<file path="config.mk">
export PLATFORM = sky130hd
export DESIGN_NAME = gpio_ctrl
export DESIGN_NICKNAME = d
export VERILOG_FILES = /design/src/rtl/gpio_ctrl.sv
export SDC_FILE = /design/constraint.sdc
export NUM_CORES = 1
export LEC_CHECK = 0
export CORE_ASPECT_RATIO = 0.8
export CORE_MARGIN = 8
export CORE_UTILIZATION = 47
export DETAILED_ROUTE_END_ITERATION = 10
export GPL_TIMING_DRIVEN = 0
export HOLD_SLACK_MARGIN = 0.06
export PLACE_DENSITY = 0.74
export SKIP_LAST_GASP = 1
export SLEW_MARGIN = 15
export SYNTH_ARGS = -nofsm -noshare
export SYNTH_HDL_FRONTEND = slang
export SYNTH_SLANG_ARGS = --single-unit
</file>
<file path="constraint.sdc">
create_clock -name clk -period 1.55 [get_ports clk]
set_clock_uncertainty 0.1 [all_clocks]
set_input_delay 0.2325 -clock clk [delete_from_list [all_inputs] [get_ports clk]]
set_output_delay 0.2325 -clock clk [all_outputs]
set_load 0.01 [all_outputs]
</file>
<file path="src/rtl/gpio_ctrl.sv">
// Memory-mapped GPIO bank: output data/direction registers, 2-flop input synchronizer,
// per-pin edge interrupts with write-1-to-clear status and a registered level irq.
module gpio_ctrl #(
    parameter int unsigned NPINS  = 24,
    parameter int unsigned ADDR_W = 5
) (
    input  logic              clk,
    input  logic              rst,
    input  logic              req_i,
    input  logic              we_i,
    input  logic [ADDR_W-1:0] addr_i,
    input  logic [31:0]       wdata_i,
    output logic [31:0]       rdata_o,
    output logic              ack_o,
    input  logic [NPINS-1:0]  gpio_i,
    output logic [NPINS-1:0]  gpio_o,
    output logic [NPINS-1:0]  gpio_oe_o,
    output logic              irq_o
);

    localparam logic [ADDR_W-1:0] AddrOut = ADDR_W'(32'h00);
    localparam logic [ADDR_W-1:0] AddrDir = ADDR_W'(32'h04);
    localparam logic [ADDR_W-1:0] AddrIn  = ADDR_W'(32'h08);
    localparam logic [ADDR_W-1:0] AddrIe  = ADDR_W'(32'h0C);
    localparam logic [ADDR_W-1:0] AddrPol = ADDR_W'(32'h10);
    localparam logic [ADDR_W-1:0] AddrIs  = ADDR_W'(32'h14);

    logic [NPINS-1:0] out_q, out_d;
    logic [NPINS-1:0] dir_q, dir_d;
    logic [NPINS-1:0] ie_q, ie_d;
    logic [NPINS-1:0] pol_q, pol_d;
    logic [NPINS-1:0] is_q, is_d;
    logic [NPINS-1:0] sync1_q, sync1_d;
    logic [NPINS-1:0] sync2_q, sync2_d;
    logic [NPINS-1:0] prev_q, prev_d;
    logic             ack_q, ack_d;
    logic             irq_q, irq_d;
    logic [31:0]      rdata_q, rdata_d;

    logic             wr_en;
    logic             rd_en;
    logic [NPINS-1:0] wdata_pins;
    logic [NPINS-1:0] rise;
    logic [NPINS-1:0] fall;
    logic [NPINS-1:0] hit;
    logic [NPINS-1:0] w1c;
    logic [31:0]      rd_mux;
    logic             unused_wdata;

    // Bits above NPINS may be ignored by the register file.
    assign unused_wdata = ^wdata_i;

    function automatic logic [31:0] zext(input logic [NPINS-1:0] v);
        logic [31:0] r;
        r = '0;
        r[NPINS-1:0] = v;
        return r;
    endfunction

    assign wr_en      = req_i & we_i;
    assign rd_en      = req_i & ~we_i;
    assign wdata_pins = wdata_i[NPINS-1:0];

    // Edge detection runs off the synchronized level regardless of direction.
    always_comb begin
        rise = sync2_q & ~prev_q;
        fall = ~sync2_q & prev_q;
        hit  = (pol_q & rise) | (~pol_q & fall);
    end

    always_comb begin
        rd_mux = '0;
        case (addr_i)
            AddrOut: rd_mux = zext(out_q);
            AddrDir: rd_mux = zext(dir_q);
            AddrIn:  rd_mux = zext(sync2_q);
            AddrIe:  rd_mux = zext(ie_q);
            AddrPol: rd_mux = zext(pol_q);
            AddrIs:  rd_mux = zext(is_q);
            default: rd_mux = '0;
        endcase
    end

    always_comb begin
        out_d   = out_q;
        dir_d   = dir_q;
        ie_d    = ie_q;
        pol_d   = pol_q;
        w1c     = '0;
        if (wr_en) begin
            case (addr_i)
                AddrOut: out_d = wdata_pins;
                AddrDir: dir_d = wdata_pins;
                AddrIe:  ie_d  = wdata_pins;
                AddrPol: pol_d = wdata_pins;
                AddrIs:  w1c   = wdata_pins;
                default: ;
            endcase
        end
        // A new edge overrides a simultaneous clear.
        is_d    = (is_q & ~w1c) | hit;
        sync1_d = gpio_i;
        sync2_d = sync1_q;
        prev_d  = sync2_q;
        ack_d   = req_i;
        rdata_d = rd_en ? rd_mux : 32'h0;
        irq_d   = |(is_q & ie_q);
    end

    always_ff @(posedge clk) begin
        if (rst) begin
            out_q   <= '0;
            dir_q   <= '0;
            ie_q    <= '0;
            pol_q   <= '0;
            is_q    <= '0;
            sync1_q <= '0;
            sync2_q <= '0;
            prev_q  <= '0;
            ack_q   <= 1'b0;
            irq_q   <= 1'b0;
            rdata_q <= 32'h0;
        end else begin
            out_q   <= out_d;
            dir_q   <= dir_d;
            ie_q    <= ie_d;
            pol_q   <= pol_d;
            is_q    <= is_d;
            sync1_q <= sync1_d;
            sync2_q <= sync2_d;
            prev_q  <= prev_d;
            ack_q   <= ack_d;
            irq_q   <= irq_d;
            rdata_q <= rdata_d;
        end
    end

    assign rdata_o   = rdata_q;
    assign ack_o     = ack_q;
    assign gpio_o    = out_q;
    assign gpio_oe_o = dir_q;
    assign irq_o     = irq_q;

endmodule

</file>
# == Word-level counts from Yosys, hierarchy flattened ==
# Cells that the tools add are included.
# classes
mux,3
n_reduce_logical,7
n_eq_ne,5
bitwise,16
# op_table
op,n
24-bit AND,6
24-bit one-hot mux with 6 select lines,1
24-bit NOT,4
24-bit two-way mux,2
24-bit bitwise OR,2
24-bit OR reduction,1
"5-bit by 4-bit equality test with 1-bit output, second input constant",2
"5-bit equality test, second input constant",2
2-bit AND reduction,4
"5-bit by 3-bit equality test with 1-bit output, second input constant",1
5-bit logical NOT,1
1-bit AND,2
1-bit NOT,2
2-bit OR reduction,1
# word_totals
elab_cells,42
input_bits,65
ff_bits,226

# == Logic depth before layout (Yosys ltp) ==
# logic_depth
depth_word,6
ltp_mapped,6
ltp_nobuf,3

# == Least setup slack after synthesis ==
# Ideal clock, no wire load.
# synth_timing
kind,in2reg
startpoint,input port addr_i[0]
endpoint,register dir_q[0] (netlist: gpio_oe_o[0])
setup_ps,132
slack_ps,-106
cell_stages,6
n_path_buf,3
t_required_ps,1318
arrival_time_ps,1424
path_cell_list,buf_2 > or4b_4 > buf_6 > clkbuf_1 > o21ai_0 > a21oi_1
# synth_between
elab_chain_cells,2
# synth_rtl
item,line,text
start: declaration,11,"input logic [ADDR_W-1:0] addr_i,"
5-bit by 3-bit equality test with 1-bit output,91,case (addr_i)
2-bit AND reduction (no source line),--,
end signal: assignment,125,dir_q <= dir_d;
end: declaration,29,"logic [NPINS-1:0] dir_q, dir_d;"
# No other way between the ends.
# A chain may end at the register's enable or synchronous reset.

# == Worst setup path after layout ==
# layout_timing
startpoint,input port rst
endpoint,register rdata_q[21] (netlist: rdata_o[21])
# layout_between
elab_chain_cells,1
# layout_rtl
item,line,text
start: declaration,8,"input logic rst,"
2-bit OR reduction (no source line),--,
end signal: assignment,134,rdata_q <= rdata_d;
end: declaration,38,"logic [31:0] rdata_q, rdata_d;"
# No other way between the ends.

==> impl_metrics.tcl <==
set metrics [dict create \
    outcome "complete, no violations" \
    start_kind "input port" \
    cts_tree "done" \
    grt_start_max_net_pins 14 \
    cts_root_buf "clkbuf_16" \
    final_cell_mix "dfxtp_1 (209), a21oi_1 (144), nand3_1 (87)" \
    synth_ff_type "dfxtp_1" \
    htreeDepth 1 \
    clk_latency_ns 0.52 \
    yosysSeqAreaShare 0.472 \
    vias 8988 \
    setup_tns_ns 0 \
    nets 1254 \
    min_period_ns 1.53 \
    antenna_cells 0 \
    pre_cts_slack_ns -1.14 \
    layout_commonest_cell "dfxtp_1" \
    grt_pass1_vias 8430 \
    wire_per_inst_um 23.5 \
    rows 46 \
    endpoint_kind "flop" \
    syn2layout_area_growth_pct 27.8 \
    die_h_um 141 \
    p_leak_nw 4.52 \
    synth_cell_types 35 \
    slowest_delay_ns 0.53 \
    grt_pass1_wl_um 51600 \
    ys_seq_elements 218 \
    p_per_area_nw_per_um2 1050 \
    slew_headroom 0.420 \
    rsz0062_at_grt "yes" \
    io_buffers 127 \
    maxCapViolations 0 \
    grt_usage 0.269 \
    setup_viol 0 \
    die-area_um2 24400 \
    drt_drc_violations_left 0 \
    tightest_slew_ns 0.870 \
    final_area_um2 11800 \
    timing.fmax_ghz 0.652 \
    cts_buffers 23 \
    cts_buffer_depth 3 \
    avgSynthCellArea_um2 9.00 \
    nFillCells 1735 \
    synth_cells 1026 \
    cp_data_arrival_time_ns 1.86 \
    dpl.hpwl_um 25700 \
    initial_utilization 0.472 \
    antenna_found_initial 0 \
    peakVddDrop_mv 0.820 \
    place_area_um2 10900 \
    slew_viol_final 0 \
    yosys_warnings 0 \
    syn-cell-area_um2 9240 \
    synthArstFlopShare 0 \
    core_area_um2 19600 \
    postLayoutSetupSlackWorst_ns 0.0158 \
    drtIter0Drc 1416 \
    ios 147 \
    clk_pin_slew_ns 0.07 \
    drive_above_1_share 0.130 \
    ant_nets 0 \
    dr.pass1.iters 6 \
    clock_sinks 218 \
    die_x_um 173 \
    worstPathCellList "clkdlybuf4s50_1 -> nor2b_1 -> nand2b_2 -> clkbuf_2 -> a31oi_1" \
    hold_violations 0 \
    synth_edf_count 0 \
    crit_slowest_cell "clkdlybuf4s50_1" \
    finalCritPeriodShare 0.990 \
    required_ns 1.87 \
    worstPathMaxFanout 10 \
    globalRouteOverflowTotal 0 \
    drt_wl_total_um 34500 \
    gp_congestion 1.03 \
    drt-vias-per-instance 6.12 \
    critical_path_class "in -> reg" \
    hold_class "in -> reg" \
]
worst max-delay path, delay by kind of cell:
family	cells	cell delay, ns
and+or+nand+nor	2	0.58
buffers and inverters	2	0.81
AOI/OAI and AO/OA	1	0.23
power breakdown:
group          internal, W  switching (W)
logic             0.000370       0.000657
clock network      0.00330        0.00229
registers          0.00571      0.0000928
synth_stat cells (5+ instances only):
library cell | n | area, um2
a21oi_1 | 144 | 721
a22oi_1 | 12 | 90.1
a31oi_1 | 24 | 150
a32oi_1 | 9 | 78.8
and3b_1 | 43 | 377
buf_2 | 29 | 145
buf_4 | 9 | 67.6
buf_6 | 5 | 56.3
clkbuf_1 | 72 | 270
dfxtp_1 | 218 | 4360
mux2_2 | 9 | 101
mux2i_1 | 30 | 300
nand3_1 | 88 | 440
nand4_1 | 75 | 469
nor2_1 | 24 | 90.1
nor2b_1 | 73 | 457
o21ai_0 | 81 | 405
o22a_1 | 15 | 131
o31ai_1 | 48 | 360
routing by layer:
layer	vias to the layer above	share of wire	wire, um	global-route usage
met5	-	0	0	0
met4	0	0.029	996	0.0793
met3	89	0.15	5090	0.0855
met2	642	0.41	14000	0.380
met1	4128	0.42	14400	0.384
li1	4129	-	-	-
state kept, by name, indices dropped and copies added, names as in the netlist:
register	count
ack_o	1
gpio_o	24
gpio_oe_o	24
ie_q	24
irq_o	1
is_q	24
pol_q	24
prev_d	24
prev_q	24
rdata_o	24
sync1_q	24
cell type report:
cell class | instances | area [um2] | share of cell area
well taps | 264 | 330 | 0.0280
multi-input cells | 697 | 4430 | 0.375
plain buffers | 115 | 684 | 0.0580
inverters | 2 | 7.51 | 0.000636
flip-flops and latches | 218 | 4380 | 0.371
clock inverters | 9 | 101 | 0.00858
repair buffers | 132 | 1220 | 0.103
clock buffers | 32 | 659 | 0.0558
worst paths after layout:
check	from	to	slack (ns)	cells past startpoint
worst max-delay path	rst	rdata_o[21]	0.02	5
worst min-delay path	addr_i[4]	ie_q[0]	0.002	4
worst max register to register	gpio_o[6]	rdata_o[6]	0.07	3
worst min register to register	sync1_q[2]	prev_d[2]	0.33	1
stage by stage:
| stage | total power, W | hold WS, ns | std cells | utilization |
|---|---|---|---|---|
| floorplan | 0.00640 | 0.216 | 1033 | - |
| global placement | 0.00687 | 0.315 | 1424 | 0.558 |
| detailed placement | 0.00687 | 0.320 | 1424 | 0.558 |
| CTS | 0.0124 | -0.00244 | 1470 | 0.603 |
| global route | 0.0127 | 0.0197 | 1469 | 0.603 |
| finish | 0.0124 | 0.00214 | 1469 | 0.603 |
cell families after synthesis:
group | after synthesis | share of synthesized area
mux | 39 | 0.0435
simple gates | 316 | 0.213
flops | 218 | 0.472
buf+inv | 118 | 0.0596
other cells | 1 | 0.000406
compound gates | 334 | 0.211
timing repair:
action,in CTS,in global routing
gates resized for setup,134,37
endpoints found under the setup margin,228,151
pin swaps,3,1
buffers inserted,5,0
endpoints found under the hold margin,12,3
cloned,0,0
Note: power is estimated with default switching activity, not from simulation.
